--- src/rtl/mlp_ctrl_pkg.sv ---
`default_nettype none
// ============================================================================
//  Module   : mlp_ctrl_pkg
//  Purpose  : Shared definitions for the MLP control path (layer sequencer,
//             control pipeline and neuron buffer stages): default widths,
//             MAC pipeline drain depth and the layer-sequencer state encoding.
//  Revision : 1.0  - initial release
// ============================================================================
package mlp_ctrl_pkg;

    // Default neuron/input index width
    localparam int c_ADDR_W    = 12;
    // Default weight memory address width
    localparam int c_WADDR_W   = 16;
    // Default MAC pipeline depth (idle cycles before committing a result)
    localparam int c_DRAIN_CYC = 2;

    // Layer sequencer states, explicitly encoded in three bits
    typedef enum logic [2:0] {
        ST_IDLE  = 3'd0,
        ST_CLEAR = 3'd1,
        ST_ACCUM = 3'd2,
        ST_DRAIN = 3'd3,
        ST_WRITE = 3'd4,
        ST_DONE  = 3'd5
    } seq_state_t;

endpackage
`default_nettype wire

--- src/rtl/seq_counter.sv ---
`default_nettype none
// ============================================================================
//  Module   : seq_counter
//  Purpose  : Loadable up-counter with enable and a terminal-count flag.
//             Load has priority over enable. at_term compares the current
//             (registered) count against term_val.
//  Ports    : clk      - clock, posedge
//             reset    - synchronous active-high reset, count -> 0
//             load     - load load_val this cycle
//             load_val - value loaded
//             en       - increment this cycle (ignored when load is high)
//             term_val - terminal value for at_term
//             count    - current count
//             at_term  - count == term_val
//  Revision : 1.0  - initial release
// ============================================================================
module seq_counter #(
    parameter int WIDTH = 8
) (
    input  logic             clk,
    input  logic             reset,
    input  logic             load,
    input  logic [WIDTH-1:0] load_val,
    input  logic             en,
    input  logic [WIDTH-1:0] term_val,
    output logic [WIDTH-1:0] count,
    output logic             at_term
);

    logic [WIDTH-1:0] r_count;

    always_ff @(posedge clk) begin
        if (reset) begin
            r_count <= '0;
        end else if (load) begin
            r_count <= load_val;
        end else if (en) begin
            r_count <= r_count + 1'b1;
        end
    end

    assign count   = r_count;
    assign at_term = (r_count == term_val);

endmodule
`default_nettype wire

--- src/rtl/layer_sequencer.sv ---
`default_nettype none
// ============================================================================
//  Module   : layer_sequencer
//  Purpose  : Sequences one fully-connected MLP layer through the shared
//             multiply-accumulate unit. Per output neuron: clear the MU,
//             stream input/weight addresses with MAC enables, let the MAC
//             pipeline drain, then commit the neuron. Pulses done at the end.
//  Ports    : clk             - clock, posedge
//             reset           - synchronous active-high reset
//             start           - begin a layer (only honoured in IDLE)
//             cfg_num_in      - inputs per neuron (latched on start)
//             cfg_num_out     - neurons in layer (latched on start)
//             cfg_w_base      - first weight address (latched on start)
//             stall           - memory not ready, freezes accumulation
//             busy            - layer in progress
//             reset_mu        - clear MU accumulator
//             mac_en          - MU accumulates this cycle's operands
//             in_addr         - input activation index
//             weight_addr     - weight memory address
//             write_neuron    - commit MU result
//             out_neuron_addr - neuron index for the write
//             done            - one-cycle layer-complete pulse
//  Revision : 1.0  - initial release
// ============================================================================
module layer_sequencer
    import mlp_ctrl_pkg::*;
#(
    parameter int DRAIN_CYC = c_DRAIN_CYC,  // must be >= 1
    parameter int ADDR_W    = c_ADDR_W,
    parameter int WADDR_W   = c_WADDR_W
) (
    input  logic               clk,
    input  logic               reset,
    input  logic               start,
    input  logic [ADDR_W-1:0]  cfg_num_in,
    input  logic [ADDR_W-1:0]  cfg_num_out,
    input  logic [WADDR_W-1:0] cfg_w_base,
    input  logic               stall,
    output logic               busy,
    output logic               reset_mu,
    output logic               mac_en,
    output logic [ADDR_W-1:0]  in_addr,
    output logic [WADDR_W-1:0] weight_addr,
    output logic               write_neuron,
    output logic [ADDR_W-1:0]  out_neuron_addr,
    output logic               done
);

    localparam int c_DCNT_W = (DRAIN_CYC > 1) ? $clog2(DRAIN_CYC) : 1;
    localparam logic [c_DCNT_W-1:0] c_DRAIN_LAST = c_DCNT_W'(DRAIN_CYC - 1);

    // ------------------------------------------------------------------------
    // State and latched configuration
    // ------------------------------------------------------------------------
    seq_state_t         r_state;
    seq_state_t         w_state_nxt;

    logic [ADDR_W-1:0]  r_num_in;
    logic [ADDR_W-1:0]  r_num_out;
    logic [WADDR_W-1:0] r_wptr;

    // Registered outputs (in_addr is the input-index counter itself)
    logic               r_busy;
    logic               r_reset_mu;
    logic               r_mac_en;
    logic [WADDR_W-1:0] r_weight_addr;
    logic               r_write_neuron;
    logic [ADDR_W-1:0]  r_out_neuron_addr;
    logic               r_done;

    // Control decoded from the current state
    logic               w_accept;
    logic               w_issue;
    logic               w_i_load;
    logic               w_n_load;
    logic               w_n_en;
    logic               w_d_load;
    logic               w_d_en;

    // Counter views
    logic [ADDR_W-1:0]   w_i_cnt;
    logic                w_i_last;
    logic [ADDR_W-1:0]   w_n_cnt;
    logic                w_n_last;
    logic [c_DCNT_W-1:0] w_drain_cnt_unused;
    logic                w_d_last;

    // ------------------------------------------------------------------------
    // Counters: input index, neuron index, drain cycles.
    // The input counter doubles as in_addr: it is loaded to 0 only on the
    // edge that issues the first MAC, so it holds its last value elsewhere.
    // ------------------------------------------------------------------------
    seq_counter #(.WIDTH(ADDR_W)) u_in_cnt (
        .clk      (clk),
        .reset    (reset),
        .load     (w_i_load),
        .load_val ('0),
        .en       (w_issue),
        .term_val (r_num_in - 1'b1),
        .count    (w_i_cnt),
        .at_term  (w_i_last)
    );

    seq_counter #(.WIDTH(ADDR_W)) u_neuron_cnt (
        .clk      (clk),
        .reset    (reset),
        .load     (w_n_load),
        .load_val ('0),
        .en       (w_n_en),
        .term_val (r_num_out - 1'b1),
        .count    (w_n_cnt),
        .at_term  (w_n_last)
    );

    seq_counter #(.WIDTH(c_DCNT_W)) u_drain_cnt (
        .clk      (clk),
        .reset    (reset),
        .load     (w_d_load),
        .load_val ('0),
        .en       (w_d_en),
        .term_val (c_DRAIN_LAST),
        .count    (w_drain_cnt_unused),
        .at_term  (w_d_last)
    );

    // ------------------------------------------------------------------------
    // State register
    // ------------------------------------------------------------------------
    always_ff @(posedge clk) begin
        if (reset) begin
            r_state <= ST_IDLE;
        end else begin
            r_state <= w_state_nxt;
        end
    end

    // ------------------------------------------------------------------------
    // Next state and control. Outputs are registered from the next state, so
    // the decision made in a cycle is visible on the outputs the cycle after.
    // Stall is therefore sampled at the edge that would issue the next MAC;
    // the first MAC of a neuron is issued straight out of CLEAR.
    // ------------------------------------------------------------------------
    always_comb begin
        w_state_nxt = r_state;
        w_accept    = 1'b0;
        w_issue     = 1'b0;
        w_i_load    = 1'b0;
        w_n_load    = 1'b0;
        w_n_en      = 1'b0;
        w_d_load    = 1'b0;
        w_d_en      = 1'b0;

        case (r_state)
            ST_IDLE: begin
                if (start) begin
                    w_accept    = 1'b1;
                    w_n_load    = 1'b1;
                    w_state_nxt = (cfg_num_out == '0) ? ST_DONE : ST_CLEAR;
                end
            end
            ST_CLEAR: begin
                if (r_num_in == '0) begin
                    w_d_load    = 1'b1;
                    w_state_nxt = ST_DRAIN;
                end else begin
                    w_i_load    = 1'b1;
                    w_issue     = 1'b1;
                    w_state_nxt = ST_ACCUM;
                end
            end
            ST_ACCUM: begin
                // w_i_last means the last index is already on the outputs
                if (w_i_last) begin
                    w_d_load    = 1'b1;
                    w_state_nxt = ST_DRAIN;
                end else if (!stall) begin
                    w_issue     = 1'b1;
                end
            end
            ST_DRAIN: begin
                if (w_d_last) begin
                    w_state_nxt = ST_WRITE;
                end else begin
                    w_d_en      = 1'b1;
                end
            end
            ST_WRITE: begin
                if (w_n_last) begin
                    w_state_nxt = ST_DONE;
                end else begin
                    w_n_en      = 1'b1;
                    w_state_nxt = ST_CLEAR;
                end
            end
            ST_DONE: begin
                w_state_nxt = ST_IDLE;
            end
            default: begin
                w_state_nxt = ST_IDLE;
            end
        endcase
    end

    // ------------------------------------------------------------------------
    // Configuration latch, weight pointer and registered outputs.
    // The weight pointer runs contiguously across neurons, wrapping modulo
    // 2^WADDR_W, so neuron k starts at w_base + k*num_in.
    // ------------------------------------------------------------------------
    always_ff @(posedge clk) begin
        if (reset) begin
            r_num_in          <= '0;
            r_num_out         <= '0;
            r_wptr            <= '0;
            r_busy            <= 1'b0;
            r_reset_mu        <= 1'b0;
            r_mac_en          <= 1'b0;
            r_weight_addr     <= '0;
            r_write_neuron    <= 1'b0;
            r_out_neuron_addr <= '0;
            r_done            <= 1'b0;
        end else begin
            if (w_accept) begin
                r_num_in  <= cfg_num_in;
                r_num_out <= cfg_num_out;
                r_wptr    <= cfg_w_base;
            end else if (w_issue) begin
                r_wptr    <= r_wptr + 1'b1;
            end

            if (w_issue) begin
                r_weight_addr <= r_wptr;
            end

            if (w_state_nxt == ST_WRITE) begin
                r_out_neuron_addr <= w_n_cnt;
            end

            r_busy         <= (w_state_nxt != ST_IDLE);
            r_reset_mu     <= (w_state_nxt == ST_CLEAR);
            r_mac_en       <= w_issue;
            r_write_neuron <= (w_state_nxt == ST_WRITE);
            r_done         <= (w_state_nxt == ST_DONE);
        end
    end

    assign busy            = r_busy;
    assign reset_mu        = r_reset_mu;
    assign mac_en          = r_mac_en;
    assign in_addr         = w_i_cnt;
    assign weight_addr     = r_weight_addr;
    assign write_neuron    = r_write_neuron;
    assign out_neuron_addr = r_out_neuron_addr;
    assign done            = r_done;

endmodule
`default_nettype wire

--- config.mk ---
export PLATFORM = sky130hd
export DESIGN_NAME = layer_sequencer
export DESIGN_NICKNAME = d
export VERILOG_FILES = /design/src/rtl/mlp_ctrl_pkg.sv /design/src/rtl/seq_counter.sv /design/src/rtl/layer_sequencer.sv
export SDC_FILE = /design/constraint.sdc
export NUM_CORES = 1
export LEC_CHECK = 0
export CAP_MARGIN = 30
export CORE_ASPECT_RATIO = 0.9
export CORE_MARGIN = 5
export CORE_UTILIZATION = 57
export CTS_CLUSTER_SIZE = 30
export DETAILED_ROUTE_END_ITERATION = 6
export HOLD_SLACK_MARGIN = 0.05
export PLACE_DENSITY_LB_ADDON = 0.05
export SYNTH_ARGS = -nofsm -noshare
export SYNTH_HDL_FRONTEND = slang
export SYNTH_SLANG_ARGS = --single-unit
--- constraint.sdc ---
create_clock -name clk -period 8.6 [get_ports clk]
set_input_delay 1.72 -clock clk [delete_from_list [all_inputs] [get_ports clk]]
set_output_delay 1.72 -clock clk [all_outputs]
set_load 0.02 [all_outputs]
# Yosys cells after proc, flatten, opt, wreduce, memory -nomap -nowiden
# Index checks and enable logic that the tools add are counted.
# W data, S select, Z words.
# totals
register_bits	101
inputBits	44
wordCells	60
output_inout_bits	45
# classes
n_mux	23
reduce_logical	8
eq_ne	9
addsub	6
# ops
cell	count
$mux W16	2
$add A12 B1 Y12 const B	2
$eq A12 B12 Y1	2
$logic_not A12 Y1	2
$sub A12 B1 Y12 const B	2
$add A16 B1 Y16 const B	1
$mux W3	5
$pmux W3 S5	1
$mux W1	13
$eq A3 B3 Y1 const B	3
$eq A3 B1 Y1 const B	2
$eq A3 B2 Y1 const B	2
$reduce_or A2 Y1	3
$pmux W1 S2	2
$logic_not A3 Y1	1
$reduce_bool A3 Y1	1
$reduce_bool A2 Y1	1
$add A1 B1 Y1 const B	1

# Depth between registers and ports, before layout
# depth
ltp_word	6
ltp_mapped	14
mapped_depth_nobuf	11

# Hierarchy
# A second synthesis with hierarchy kept.
# hier_totals
cells_unflattened	653
hier_area_um2	5207.5
# modules_own_cells
mod	seq_area_each_um2	area_per_inst_um2	n_inst	cells_per_inst
layer_sequencer	1521.5	3538.4	1	451
seq_counter at u_in_cnt ...	240.2	804.5	2	98
seq_counter at u_drain_cnt	20.0	60.1	1	6

# Worst setup path after synthesis
# No wires, ideal clock.
# synth_path
kind	input to register
from	in stall
to	reg u_in_cnt.r_count[10], in the netlist u_in_cnt.count[10]
arrival_ns	2.940
path_stages	6
t_required_ns	8.530
slack_ns	5.589
setup_ns	0.070
n_path_buf	1
path_cell_list	nor2_1 > nand2_1 > o31a_1 > buf_4 > or4_1 > a21oi_1
# synth_via
elab_chain_len	3
# synth_rtl
element	line	source
start, declared	layer_sequencer.sv:38	input logic stall,
$mux W1	layer_sequencer.sv:176	end else if (!stall) begin
$mux W1	layer_sequencer.sv:173	if (w_i_last) begin
$pmux W1 S2	layer_sequencer.sv:153	case (r_state)
end signal, assigned	seq_counter.sv:36	r_count <= load_val;
end signal, assigned	seq_counter.sv:38	r_count <= r_count + 1'b1;
end, declared	seq_counter.sv:30	logic [WIDTH-1:0] r_count;
# No other way between the ends.
# A chain may end at the register's enable or synchronous reset.

# Final worst setup path
# layout_path
from	in stall
to	reg r_wptr[15]
# layout_via
elab_chain_len	4
# layout_rtl
element	line	source
$mux W1	layer_sequencer.sv:176	
$mux W1	layer_sequencer.sv:173	
$pmux W1 S2	layer_sequencer.sv:153	
$reduce_bool A2 Y1 (no source line)	--	
end signal, assigned	layer_sequencer.sv:225	r_wptr <= cfg_w_base;
end signal, assigned	layer_sequencer.sv:227	r_wptr <= r_wptr + 1'b1;
end, declared	layer_sequencer.sv:60	logic [WADDR_W-1:0] r_wptr;
# No other way between the ends.

==> flow_summary.ini <==
[status]
status = finished clean

[floorplanning]
die_area_um2 = 11100
start_util_pct = 57.6
core_area_um2 = 8960
pin_count = 89
die_h_um = 100
rows = 33
die_x_um = 110

[yosys]
synth_cell_types = 61
ys_warn_count = 0
synth.top_cell.area_share_pct = 39.2
synth.area.top_cells = dfxtp_1 39%, nand2_1 9.7%, a21oi_1 7.4%
synth_flop_cell = dfxtp_1
synth_area_per_cell_um2 = 7.89
ys_ff_latch = 101
synth-seq-area-share_pct = 39.2
syn_nets = 703
syn_area_um2 = 5160
syn_inst = 654
synth_top_area_cell = dfxtp_1
synthArstFlopShare_pct = 0
synth_edf_count = 0

[cts]
numCtsBuffers = 9
cts_resized = 0
cts_buffer_depth = 2
cts_hold_buffers = 0
cts-root-buf = clkbuf_8
h-tree-depth = 3
cts_tree = built
cts.clk_slew.worst_paths_ns = 0.12
post_cts_buffers = 0
clock_sinks = 101
clkLatencyLatePin_ns = 0.38

[critical_path]
start_kind = primary input
worstSetupPathType = primary input to register
timing.rr.start = r_num_in[2]
crit_required_ns = 8.88
timing.rr.end = r_wptr[15]
crit_end = r_wptr[15]
r2r_setup_slack_ns = 5.04
worstRegToRegCells = 9
end_kind = register
cp_max_fo = 29
crit_arrival_ns = 3.95
startpoint = stall

[sta]
finalHoldViolCount = 0
slew_headroom_pct = 46.5
fin_tns_setup_ns = 0
fmax_mhz = 273
min_period_over_period_pct = 42.6
skew_ns = 0.0166
min_period_ns = 3.67
worst_pin_slew_ns = 0.803
drv_slew = 0
rsz0062_at_grt = false
setup_viol = 0

[route]
vias_per_cell = 5.80
drc_errors = 0
drt_first_pass_iters = 4
via_count = 4898
detail_route.wl_per_cell_um = 15.4
drt_iter0_drc = 279
wirelength_um = 13000
ant_nets = 0

[placement]
place_hpwl_um = 9150
gp_congestion = 0.866
port_buffers = 88

[power_and_ir_drop]
pwr-share-comb_pct = 21.0
p_total_w = 0.00104
p_seq_share_pct = 50.2
p_switching_w = 0.000338
internal-power_w = 0.000704
power_density_nw_per_um2 = 167
p_clk_share_pct = 28.8
sw_frac_of_total_pct = 32.4
p_leak_nw = 2.09
ir_drop_uv = 105

[grt]
grt_max_degree = 80
grt_pass1_wl_um = 21700
antenna_found_initial = 0
grt_pass1_vias = 4536
overflow = 0
grt_usage_pct = 24.3

[final_layout]
n_antenna_cell = 0
nets = 766
register_area_um2 = 2020
nFillCells = 774
drive_gt1_share_pct = 5.54
area_delta_synth_final_pct = 21.0
multi_input_area_um2 = 2910

[flow_run]
drv_cap = 0

[hold_path]
hold_path.class = register to register
through the flow:
stage               util, %  std cells  setup slack [ns]  hold slack, ns  cell area, um^2
CTS                    69.7        844              4.95           0.463             6250
floorplan                 -        654              5.59           0.445             5160
global route           69.7        844              4.72           0.484             6250
global placement       67.6        828              4.59           0.440             6050
detailed placement     67.6        828              4.57           0.446             6050
finish                 69.7        844              4.93           0.462             6250
per-layer routing:
metal	global-route usage (%)	wire length [um]	up-vias
met3	6.50	910	13
met5	0	0	-
met4	5.30	144	0
met2	36.8	5940	157
li1	-	-	2441
met1	34.6	6030	2287
layout make-up:
class | instances | area share [%]
inverter | 15 | 0.901
clock buffer | 10 | 2.20
clock inverter | 6 | 0.881
timing repair buffer | 93 | 14.6
multi-input combinational | 497 | 46.6
tap | 122 | 2.44
sequential | 101 | 32.4
layout by cell type, fill, tap and decap left out, types with 3 or more instances in the layout:
cell / n
and2_1: 5
nor3b_1: 3
and3_1: 10
nand2b_1: 6
a21oi_1: 76
or3_1: 17
a22oi_1: 4
or4_1: 11
dfxtp_1: 101
clkbuf_8: 10
clkdlybuf4s50_1: 87
xor2_1: 12
nor4_1: 9
a211oi_1: 6
nand3_1: 19
nand2_1: 134
o22ai_1: 3
nand3b_1: 5
o21ai_0: 16
buf_4: 5
nor2_1: 41
nand4_1: 8
or2_2: 3
mux2i_1: 8
o31ai_1: 11
o21bai_1: 3
ha_1: 5
a31oi_1: 9
nor3_1: 12
a311oi_1: 6
xnor2_1: 17
inv_1: 15
kinds of logic (layout without fill, tap and decap cells):
kind of cell	count (synthesis)	in the layout	synth area share, %
AND/OR/NAND/NOR	295	295	28.1
AO/OA/AOI/OAI	159	159	20.2
flip-flops	101	101	39.2
buffers and inverters	56	124	4.61
XOR/XNOR	29	29	4.92
multiplexers	9	9	1.77
adder cells (fa/ha/maj)	5	5	1.21
synthesized netlist by cell type (8+ instances only):
cell / count
clkbuf_1: 31
o21ai_0: 16
or4_1: 11
nor2_1: 41
o31ai_1: 11
dfxtp_1: 101
nor3_1: 12
a31oi_1: 9
nand2_1: 134
nand3_1: 19
inv_1: 15
nand4_1: 8
nor4_1: 9
and3_1: 10
or3_1: 17
mux2i_1: 8
xnor2_1: 17
a21oi_1: 76
xor2_1: 12
registers in the layout, indices dropped and copies added (netlist names):
signal,flops
r_num_in,12
r_wptr,16
reset_mu,1
u_in_cnt.count,12
mac_en,1
write_neuron,1
r_num_out,12
busy,1
u_neuron_cnt.count,12
u_drain_cnt.count,1
r_state,3
done,1
out_neuron_addr,12
weight_addr,16
how the worst min path moves through the flow:
stage	from	to	slack (ns)	cells after the start
after global routing	out_neuron_addr[4]	out_neuron_addr[4]	0.48	2
after CTS	out_neuron_addr[8]	out_neuron_addr[8]	0.46	2
after floorplan	r_wptr[15]	weight_addr[15]	0.44	2
after global placement	weight_addr[13]	weight_addr[13]	0.44	2
final	weight_addr[13]	weight_addr[13]	0.46	2
after detailed placement	weight_addr[9]	weight_addr[9]	0.45	2
power by group through the flow:
stage	Combinational, W	Clock, W	Sequential, W
finish	0.000219	0.000301	0.000523
global route	0.000243	0.000327	0.000527
CTS	0.000219	0.000304	0.000522
detailed placement	0.000218	0	0.000532
global placement	0.000210	0	0.000531
floorplan	0.000154	0	0.000529
critical path: stages:
cell and delay (ns):
clkdlybuf4s50_1 0.41, nor2_1 0.09, nand2_1 0.14, o31a_1 0.49, buf_4 0.32, or4_1 0.51, a311oi_1 0.28
No activity file was read; power rests on OpenSTA's default activity.
